$ cat src/rtl/keypad_emulator_if.sv
// Command handshake between a key-press sequencer and keypad_emulator.
// Each beat carries the key code to press and how many cycles to hold it closed.
interface keypad_emulator_if;
  logic        cmd_valid;
  logic        cmd_ready;
  logic [3:0]  cmd_key;
  logic [15:0] cmd_hold;

  modport master (
    output cmd_valid,
    output cmd_key,
    output cmd_hold,
    input  cmd_ready
  );

  modport slave (
    input  cmd_valid,
    input  cmd_key,
    input  cmd_hold,
    output cmd_ready
  );
endinterface

$ cat src/rtl/keypad_emulator.sv
// 4x4 matrix-keypad responder: queued key presses close one contact which answers the column scan on the rows.
// Optional contact bounce on press/release is compiled in with the KEYPAD_EMU_BOUNCE_EN macro.
module keypad_emulator #(
  parameter int FIFO_DEPTH    = 4,
  parameter int BOUNCE_CYCLES = 2000,
  parameter int GAP_CYCLES    = 1000
) (
  input  logic               clk,
  input  logic               rst,
  input  logic [3:0]         col,
  output logic [3:0]         row,
  keypad_emulator_if.slave   cmd,
  output logic               busy,
  output logic               done,
  output logic               key_down
);

  localparam int          AW       = $clog2(FIFO_DEPTH);
  localparam logic [15:0] GAP_LAST = 16'(GAP_CYCLES - 1);

  if (FIFO_DEPTH < 2 || (FIFO_DEPTH & (FIFO_DEPTH - 1)) != 0) begin : g_bad_depth
    $error("keypad_emulator: FIFO_DEPTH must be a power of two >= 2");
  end
  if (GAP_CYCLES < 1 || GAP_CYCLES > 65536) begin : g_bad_gap
    $error("keypad_emulator: GAP_CYCLES must be in 1..65536");
  end
  if (BOUNCE_CYCLES < 1 || BOUNCE_CYCLES > 65536) begin : g_bad_bounce
    $error("keypad_emulator: BOUNCE_CYCLES must be in 1..65536");
  end

`ifdef KEYPAD_EMU_BOUNCE_EN
  typedef enum logic [2:0] {
    IDLE, BOUNCE_IN, HOLD, BOUNCE_OUT, GAP
  } state_t;
  localparam state_t      PRESS_ENTRY = BOUNCE_IN;
  localparam state_t      AFTER_HOLD  = BOUNCE_OUT;
  localparam logic [15:0] BOUNCE_LAST = 16'(BOUNCE_CYCLES - 1);
`else
  typedef enum logic [2:0] {
    IDLE, HOLD, GAP
  } state_t;
  localparam state_t      PRESS_ENTRY = HOLD;
  localparam state_t      AFTER_HOLD  = GAP;
`endif

  // Command queue storing {key, hold}
  logic [19:0]   fifo_mem [FIFO_DEPTH];
  logic [AW-1:0] wr_ptr;
  logic [AW-1:0] rd_ptr;
  logic [AW:0]   count;
  logic          full;
  logic          empty;
  logic          push;
  logic          pop;
  logic [19:0]   head;

  assign full          = (count == (AW+1)'(FIFO_DEPTH));
  assign empty         = (count == '0);
  assign push          = cmd.cmd_valid && !full;
  assign cmd.cmd_ready = !full;
  assign head          = fifo_mem[rd_ptr];

  always_ff @(posedge clk) begin
    if (push) begin
      fifo_mem[wr_ptr] <= {cmd.cmd_key, cmd.cmd_hold};
    end
  end

  always_ff @(posedge clk or posedge rst) begin
    if (rst) begin
      wr_ptr <= '0;
      rd_ptr <= '0;
      count  <= '0;
    end else begin
      if (push) begin
        wr_ptr <= wr_ptr + AW'(1);
      end
      if (pop) begin
        rd_ptr <= rd_ptr + AW'(1);
      end
      case ({push, pop})
        2'b10:   count <= count + (AW+1)'(1);
        2'b01:   count <= count - (AW+1)'(1);
        default: count <= count;
      endcase
    end
  end

  // Physical position {row, col} of each key code on the board's keypad
  function automatic logic [3:0] key_pos(input logic [3:0] key);
    case (key)
      4'd0:    key_pos = {2'd3, 2'd1};
      4'd1:    key_pos = {2'd0, 2'd0};
      4'd2:    key_pos = {2'd0, 2'd1};
      4'd3:    key_pos = {2'd0, 2'd2};
      4'd4:    key_pos = {2'd1, 2'd0};
      4'd5:    key_pos = {2'd1, 2'd1};
      4'd6:    key_pos = {2'd1, 2'd2};
      4'd7:    key_pos = {2'd2, 2'd0};
      4'd8:    key_pos = {2'd2, 2'd1};
      4'd9:    key_pos = {2'd2, 2'd2};
      4'd10:   key_pos = {2'd0, 2'd3};
      4'd11:   key_pos = {2'd1, 2'd3};
      4'd12:   key_pos = {2'd2, 2'd3};
      4'd13:   key_pos = {2'd3, 2'd3};
      4'd14:   key_pos = {2'd3, 2'd0};
      4'd15:   key_pos = {2'd3, 2'd2};
      default: key_pos = 4'd0;
    endcase
  endfunction

  state_t      state_q;
  state_t      state_d;
  logic [15:0] cnt_q;
  logic [15:0] cnt_d;
  logic [15:0] hold_last;
  logic [1:0]  row_sel;
  logic [1:0]  col_sel;
  logic        contact_d;

  always_comb begin
    state_d = state_q;
    cnt_d   = cnt_q;
    pop     = 1'b0;
    done    = 1'b0;
    case (state_q)
      IDLE: begin
        if (!empty) begin
          pop     = 1'b1;
          state_d = PRESS_ENTRY;
          cnt_d   = '0;
        end
      end
`ifdef KEYPAD_EMU_BOUNCE_EN
      BOUNCE_IN: begin
        if (cnt_q == BOUNCE_LAST) begin
          state_d = HOLD;
          cnt_d   = '0;
        end else begin
          cnt_d = cnt_q + 16'd1;
        end
      end
`endif
      HOLD: begin
        if (cnt_q == hold_last) begin
          state_d = AFTER_HOLD;
          cnt_d   = '0;
        end else begin
          cnt_d = cnt_q + 16'd1;
        end
      end
`ifdef KEYPAD_EMU_BOUNCE_EN
      BOUNCE_OUT: begin
        if (cnt_q == BOUNCE_LAST) begin
          state_d = GAP;
          cnt_d   = '0;
        end else begin
          cnt_d = cnt_q + 16'd1;
        end
      end
`endif
      GAP: begin
        if (cnt_q == GAP_LAST) begin
          done  = 1'b1;
          cnt_d = '0;
          if (!empty) begin
            pop     = 1'b1;
            state_d = PRESS_ENTRY;
          end else begin
            state_d = IDLE;
          end
        end else begin
          cnt_d = cnt_q + 16'd1;
        end
      end
      default: begin
        state_d = IDLE;
        cnt_d   = '0;
      end
    endcase
  end

  // Contact level for the coming cycle; bounce toggles every 4 counts (bit 2 of the counter)
  always_comb begin
    contact_d = 1'b0;
    case (state_d)
      HOLD:       contact_d = 1'b1;
`ifdef KEYPAD_EMU_BOUNCE_EN
      BOUNCE_IN:  contact_d = ~cnt_d[2];
      BOUNCE_OUT: contact_d = cnt_d[2];
`endif
      default:    contact_d = 1'b0;
    endcase
  end

  always_ff @(posedge clk or posedge rst) begin
    if (rst) begin
      state_q   <= IDLE;
      cnt_q     <= '0;
      key_down  <= 1'b0;
      row_sel   <= '0;
      col_sel   <= '0;
      hold_last <= '0;
    end else begin
      state_q  <= state_d;
      cnt_q    <= cnt_d;
      key_down <= contact_d;
      if (pop) begin
        {row_sel, col_sel} <= key_pos(head[19:16]);
        hold_last          <= (head[15:0] == 16'd0) ? 16'd0 : head[15:0] - 16'd1;
      end
    end
  end

  // Rows answer the column drive combinationally, like a real switch matrix
  always_comb begin
    row = 4'b0000;
    if (key_down && col[col_sel]) begin
      row[row_sel] = 1'b1;
    end
  end

  assign busy = (state_q != IDLE) || !empty;

endmodule

$ cat src/flat_wrapper.sv
// flat-port wrapper written by rule: the top's interface ports become plain ports
module keypad_emulator_flat 
#(
  parameter int FIFO_DEPTH    = 4,
  parameter int BOUNCE_CYCLES = 2000,
  parameter int GAP_CYCLES    = 1000
)
  (clk, rst, col, row, busy, done, key_down, cmd_cmd_valid, cmd_cmd_key, cmd_cmd_hold, cmd_cmd_ready);
  keypad_emulator_if cmd_i ();
  input  logic clk;
  input  logic rst;
  input  logic [3:0] col;
  output logic [3:0] row;
  output logic busy;
  output logic done;
  output logic key_down;
  input wire logic [$bits(cmd_i.cmd_valid)-1:0] cmd_cmd_valid;
  input wire logic [$bits(cmd_i.cmd_key)-1:0] cmd_cmd_key;
  input wire logic [$bits(cmd_i.cmd_hold)-1:0] cmd_cmd_hold;
  output wire logic [$bits(cmd_i.cmd_ready)-1:0] cmd_cmd_ready;
  assign cmd_i.cmd_valid = cmd_cmd_valid;
  assign cmd_i.cmd_key = cmd_cmd_key;
  assign cmd_i.cmd_hold = cmd_cmd_hold;
  assign cmd_cmd_ready = cmd_i.cmd_ready;
  keypad_emulator #(.FIFO_DEPTH(FIFO_DEPTH), .BOUNCE_CYCLES(BOUNCE_CYCLES), .GAP_CYCLES(GAP_CYCLES)) u_core (.clk(clk), .rst(rst), .col(col), .row(row), .cmd(cmd_i), .busy(busy), .done(done), .key_down(key_down));
endmodule
$ cat config.mk
export PLATFORM = sky130hd
export DESIGN_NAME = keypad_emulator_flat
export DESIGN_NICKNAME = d
export VERILOG_FILES = /design/src/rtl/keypad_emulator_if.sv /design/src/rtl/keypad_emulator.sv /design/src/flat_wrapper.sv
export SDC_FILE = /design/constraint.sdc
export NUM_CORES = 1
export LEC_CHECK = 0
export BUFFER_PORTS_ARGS = -buffer_cell sky130_fd_sc_hd__buf_2
export CAP_MARGIN = 30
export CORE_MARGIN = 5
export CORE_UTILIZATION = 50
export CTS_BUF_LIST = sky130_fd_sc_hd__clkbuf_8
export CTS_CLUSTER_SIZE = 30
export DETAILED_ROUTE_END_ITERATION = 10
export PLACE_DENSITY = 0.75
export RECOVER_POWER = 25
export SYNTH_ARGS = -nofsm -noshare
export SYNTH_HDL_FRONTEND = slang
export SYNTH_SLANG_ARGS = --single-unit
$ cat constraint.sdc
create_clock -name clk -period 3.5 [get_ports clk]
set_clock_uncertainty 0.2 [all_clocks]
set_input_delay 0.525 -clock clk [delete_from_list [all_inputs] [get_ports clk]]
set_output_delay 0.525 -clock clk [all_outputs]
set_load 0.05 [all_outputs]
Word-level counts from Yosys, hierarchy flattened
Memory sizes are Yosys's and may differ from the RTL's. A register that Yosys moved wholly into a read port is not among the register bits.
Cells that the tools add are included.
{ "op_classes": {"add_sub_neg": 6, "multipliers": 0, "n_div": 0, "magnitude_cmp": 3, "n_eq_ne": 9, "n_shift": 0, "mux": 24, "bitwise_logic": 0, "reduce_logical": 11} }
{ "ops": {"columns": ["operator", "n"], "rows": [
  ["16-bit 2-to-1 mux", 4],
  ["16-bit case mux with 3 select lines", 1],
  ["16-bit by 1-bit adder with 16-bit output, second input constant", 1],
  ["16-bit by 10-bit equality test with 1-bit output, second input constant", 1],
  ["16-bit equality test", 1],
  ["16-bit logical NOT", 1],
  ["16-bit by 1-bit subtractor with 16-bit output, second input constant", 1],
  ["1-bit 2-to-1 mux", 10],
  ["3-bit 2-to-1 mux", 3],
  ["3-bit case mux with 3 select lines", 1],
  ["3-bit by 1-bit equality test with 1-bit output, second input constant", 2],
  ["3-bit logical NOT", 2],
  ["2-bit by 3-bit < comparator with 1-bit output, second input constant", 2],
  ["3-bit case mux with 2 select lines", 1],
  ["2-bit by 1-bit adder with 2-bit output, second input constant", 2],
  ["4-bit 2-to-1 mux", 1],
  ["3-bit by 1-bit adder with 3-bit output, second input constant", 1],
  ["3-bit by 2-bit equality test with 1-bit output, second input constant", 1],
  ["3-bit equality test, second input constant", 1],
  ["1-bit logical AND", 3],
  ["3-bit nonzero test", 1],
  ["3-bit by 1-bit subtractor with 3-bit output, second input constant", 1],
  ["1-bit binary-select mux with 2-bit select", 1],
  ["1-bit demux with 2-bit select", 1],
  ["other kinds (8)", 9]
]} }
{ "totals": {"reg_bits": 43, "latch_bits": 0, "mem_bits_rw": 80, "romBits": 64, "inputBits": 27, "output_inout_bits": 8, "word_cells": 62, "n_memories": 2} }
{ "memory_table": {"columns": ["memory", "depth", "word_bits", "rd", "rd_ports_with_merged_regs", "write_ports", "line_no", "text"], "rows": [
  ["u_core.fifo_mem", 4, 20, 1, 0, 1, "keypad_emulator.sv:47", "logic [19:0] fifo_mem [FIFO_DEPTH];"],
  ["(name not given)", 16, 4, 1, 1, 0, "keypad_emulator.sv:91", "case (key)"]
]} }

Longest topological paths before layout
{ "logic_depth": {"word_depth": 6, "ltp_mapped": 13, "mapped_depth_nobuf": 12} }

Worst setup path before layout
Ideal clock, no wire load.
{ "synth_path": {"kind": "reg2reg", "startpoint": "register u_core.cnt_q[0]", "endpoint": "register u_core.count[2]", "setup_time_ps": 79, "arrival_time_ps": 2511, "required_ps": 3221, "path_slack_ps": 710, "stages_incl_launch_ff": 14, "path_buffers": 1, "synth_period_minus_slack_ps": 2790, "path_cell_list": "dfrtp_1 -> ha_1 -> and4_1 -> nand4_1 -> nand2_1 -> nand3_1 -> inv_1 -> clkbuf_1 -> ha_1 -> inv_1 -> fa_1 -> xor2_1 -> nor2_1 -> xor2_1"} }
{ "synth_via": {"elab_chain_cells": 5, "elab_cells_between_ends": 7, "cone_classes": "eq/ne: 3; mux: 3; reduce/logical: 1"} }
{ "synth_rtl": {"columns": ["element", "line_no", "text"], "rows": [
  ["start: declaration", "keypad_emulator.sv:114", "logic [15:0] cnt_q;"],
  ["start signal: assignment", "keypad_emulator.sv:206", "cnt_q <= cnt_d;"],
  ["16-bit by 10-bit equality test with 1-bit output (*)", "keypad_emulator.sv:163", "if (cnt_q == GAP_LAST) begin"],
  ["1-bit 2-to-1 mux (*)", "keypad_emulator.sv:163", null],
  ["1-bit case mux with 2 select lines (*)", "keypad_emulator.sv:126", "case (state_q)"],
  ["via u_core.pop", "keypad_emulator.sv:54", "logic pop;"],
  ["2-bit by 1-bit equality test with 1-bit output or 2-bit equality test (tied branches)", "keypad_emulator.sv:81", "case ({push, pop})"],
  ["3-bit case mux with 2 select lines or 2-bit nonzero test (tied branches)", null, null],
  ["end signal: assignment", "keypad_emulator.sv:82", "2'b10: count <= count + (AW+1)'(1);"],
  ["end signal: assignment", "keypad_emulator.sv:83", "2'b01: count <= count - (AW+1)'(1);"],
  ["end signal: assignment", "keypad_emulator.sv:84", "default: count <= count;"],
  ["end: declaration", "keypad_emulator.sv:50", "logic [AW:0] count;"]
]} }
The timed path passes the listed nets; every way through them passes the cells marked *.
A chain may end at the register's enable or synchronous reset.

Final worst setup path
{ "layout_path": {"startpoint": "register u_core.rd_ptr[0]", "endpoint": "register u_core.hold_last[11]"} }
{ "layout_via": {"elab_chain_cells": 3, "elab_cells_between_ends": 4, "cone_classes": "add/sub: 1; mux: 1; reduce/logical: 1; memory: 1"} }
{ "layout_rtl": {"columns": ["element", "line_no", "text"], "rows": [
  ["start: declaration", "keypad_emulator.sv:49", "logic [AW-1:0] rd_ptr;"],
  ["start signal: assignment", "keypad_emulator.sv:79", "rd_ptr <= rd_ptr + AW'(1);"],
  ["memory read 4 x 20 bit (*)", null, null],
  ["16-bit by 1-bit subtractor with 16-bit output or 16-bit logical NOT (tied branches)", "keypad_emulator.sv:210", "hold_last <= (head[15:0] == 16'd0) ? 16'd0 : head[15:0] - 16'd1;"],
  ["16-bit 2-to-1 mux (*)", "keypad_emulator.sv:210", null],
  ["end signal: assignment", "keypad_emulator.sv:210", null],
  ["end: declaration", "keypad_emulator.sv:116", "logic [15:0] hold_last;"]
]} }
Every way passes the cells marked *; elsewhere a longest branch is shown, timed or not.

==> results.txt <==
Result of the run = completed
Worst-Skew Late Latency = 440 ps
Critical path peak fanout = 18
Pin count of the biggest net entering global routing = 35
First-pass DRT Iterations = 5
Worst IR drop on VDD = 601.9 uV
Max-cap violation count = 0
Power density over cell area = 810.9 mW/mm2
Number of buffers between clock root and the deepest sink = 2
Setup repair after global routing missed its margin = false
Dpl cells = 573
Synthesis-to-layout area growth = 13.43%
Sequential area share after synthesis = 62.84%
Area of the die = 0.01362 mm2
Number of synthesized flops with an enable pin = 80
Clock slew at the register clock pins of the worst setup and hold paths = 70 ps
RePlAce Congestion = 0.7574
Post-synthesis sequential element count = 127
Antenna diode count = 0
Count of synthesis-stage warnings from yosys = 0
Final slew viol count = 0
Initial core utilization = 50.52%
Instance count of the mapped netlist = 400
Quantity of I/O buffers inserted on ports = 34
Iteration-0 DRC count of the detailed router = 161
Count of H-tree levels built during CTS = 4
Minimum hold slack = 119.7 ps
Kind of critical path = reg -> reg
Met3 routed wirelength = 448 um
Count of different cell masters after synthesis = 52
Met2 wire length = 5196 um
Total clock buffers created by CTS = 17
Post-synth top flop = edfxtp_1
Post-route setup TNS = 0 ps
Vias per cell = 5.339
Wire length on met1 = 4521 um
Die boundary height = 116.7 um
Die span in x = 116.7 um
Root buf cell = clkbuf_8
Number of remaining DRC errors = 0
Data required, critical path = 3620 ps
TritonCTS clock tree = yes
Count of instances resized after the clock tree is built = 0
Post-synthesis instance area = 0.005694 mm2
Post-detailed-placement cell area = 0.006071 mm2
Ports = 35
Class of the tightest hold or removal check = in -> reg
Final cell count without fillers = 605
Fraction of final layout cells with drive strength greater than 1 = 19.48%
Static power due to leakage = 2.438 nW
Initial antenna violation count = 0
Min Clock Period, post-route = 2951 ps
Max frequency = 0.3389 GHz
Post-Syn Area per Cell = 14.24 um2
Num Clock Sinks = 127
Core box area = 0.01127 mm2
Highest Signal Layer = met4
Worst Setup End Kind = register
Final #Nets = 486
Global-route usage over all layers = 16.70%
Vias in the first global route = 3296
Count of buffers added by post-CTS timing repair for setup = 0
HPWL after detailed placement = 7087 um
Final Hold Vio Count = 0
Number of placement rows = 39
Share of the clock period used by the worst path after layout = 84.31%
Remaining global-route overflow = 0
Vias = 3230
Finish-stage setup viols = 0
Data arrival time of the worst path = 3070 ps
Global-route wire length before repair = 16800 um
Post-route design area = 0.006459 mm2
Antenna Violating Nets Remaining = 0
Per-cell routed wire length = 16.90 um
Mapped Nets = 436
Drt total wl = 10220 um
Fillcell total = 878
Type of origin of the critical path = register
Share of synthesized flip-flops with an asynchronous set or reset = 37.01%
Cts hold-fix bufs = 1
[report_power, final]
| group | leakage, nW | internal (W) | switching, W | total [W] |
|---|---|---|---|---|
| Sequential | 1.33 | 0.00198 | 0.000204 | 0.00218 |
| Combinational | 0.922 | 0.000763 | 0.00102 | 0.00178 |
| Clock | 0.188 | 0.000698 | 0.000575 | 0.00127 |
[layer usage]
metal  vias up  global-route usage [%]
li1       1569                       -
met1      1597                   21.29
met2        60                   26.36
met3         4                   5.959
met4         0                   6.422
met5         -                       0
[layout make-up]
class	instances	area (um2)	share of cell area, %
Inverter	12	45.04	0.6974
Multi-Input combinational cell	248	2006	31.05
Sequential cell	127	3578	55.40
Timing Repair Buffer	44	250.2	3.874
Clock inverter	14	166.4	2.577
Clock buffer	17	234.0	3.623
Tap cell	143	178.9	2.770
[worst max-delay path: stages (launching register included)]
cell and delay [ps]:
dfrtp_1 530, buf_12 240, mux4_2 570, nor4_2 290, nand2_2 170, or4_4 570
nor2_4 170, nor3_1 80
[cell families (layout without fill, tap and decap cells)]
kind of cell | after synthesis | in the layout | share of synthesized area [%]
fa+ha+maj | 9 | 9 | 2.110
flops | 127 | 127 | 62.84
buf+inv | 25 | 87 | 1.933
mux | 24 | 24 | 8.855
simple gates | 129 | 129 | 12.39
other cells | 1 | 1 | 0.06586
xor+xnor | 48 | 48 | 7.383
compound gates | 37 | 37 | 4.417
[synthesized netlist by cell type (4+ instances only)]
cell / n / area [um2]
and3_1: 9 / 56.30
clkbuf_1: 9 / 33.78
nor3b_1: 5 / 37.54
nand4_1: 4 / 25.02
o21ai_0: 8 / 40.04
dfrtp_1: 47 / 1176
mux4_2: 21 / 473.0
xor2_1: 28 / 245.2
o31ai_1: 6 / 45.04
xnor2_1: 20 / 175.2
o21ai_1: 5 / 25.02
edfxtp_1: 80 / 2402
nor2_1: 35 / 131.4
nand3_1: 10 / 50.05
nand2_1: 31 / 116.4
nor4_1: 6 / 37.54
ha_1: 8 / 100.1
inv_1: 12 / 45.04
a21oi_1: 4 / 20.02
and2_1: 4 / 25.02
[state kept, by name, indices dropped and copies added, names as in the netlist]
register          count
u_core.cnt_q         16
u_core.col_sel        2
u_core.count          3
u_core.fifo_mem      80
u_core.hold_last     16
u_core.key_down       1
u_core.rd_ptr         2
u_core.row_sel        2
u_core.state_q        3
u_core.wr_ptr         2
[final timing paths]
kind | start | endpoint | slack [ps] | cells after the start
min reg2reg | u_core.count[2] | u_core.count[2] | 290 | 1
min in group asynchronous | rst | u_core.wr_ptr[1] | 390 | 3
max | u_core.rd_ptr[0] | u_core.hold_last[11] | 550 | 7
min | cmd_cmd_hold[5] | u_core.fifo_mem[0][5] | 120 | 1
max reg2reg | u_core.rd_ptr[0] | u_core.hold_last[11] | 550 | 7
max in group asynchronous | rst | u_core.cnt_q[14] | 2230 | 4
[layout by cell type, fill, tap and decap left out, drive strengths merged, types with 3 or more instances in the layout]
| cell | n |
|---|---|
| edfxtp | 80 |
| dfrtp | 47 |
| nor2 | 36 |
| clkbuf | 35 |
| nand2 | 32 |
| xor2 | 28 |
| buf | 25 |
| mux4 | 21 |
| xnor2 | 20 |
| inv | 15 |
| o21ai | 13 |
| nand3 | 10 |
| and3 | 9 |
| ha | 8 |
| nor4 | 8 |
| o31ai | 6 |
| nor3 | 6 |
| nor3b | 5 |
| nand4 | 4 |
| a21oi | 4 |
| and2 | 4 |
| clkinvlp | 4 |
| a211oi | 4 |
| clkinv | 4 |
| and4 | 3 |
| a21o | 3 |
| bufinv | 3 |
[stage by stage]
| stage | utilization (%) | power, W | setup slack [ps] |
|---|---|---|---|
| after detailed placement | 53.86 | 0.004008 | 526.0 |
| final | 57.30 | 0.005238 | 549.3 |
| after floorplan | - | 0.003577 | 709.8 |
| after global placement | 53.68 | 0.003924 | 646.4 |
| after CTS | 57.50 | 0.005294 | 510.2 |
| after global routing | 57.30 | 0.005573 | 322.1 |
Power figures use the tool's default switching activity.
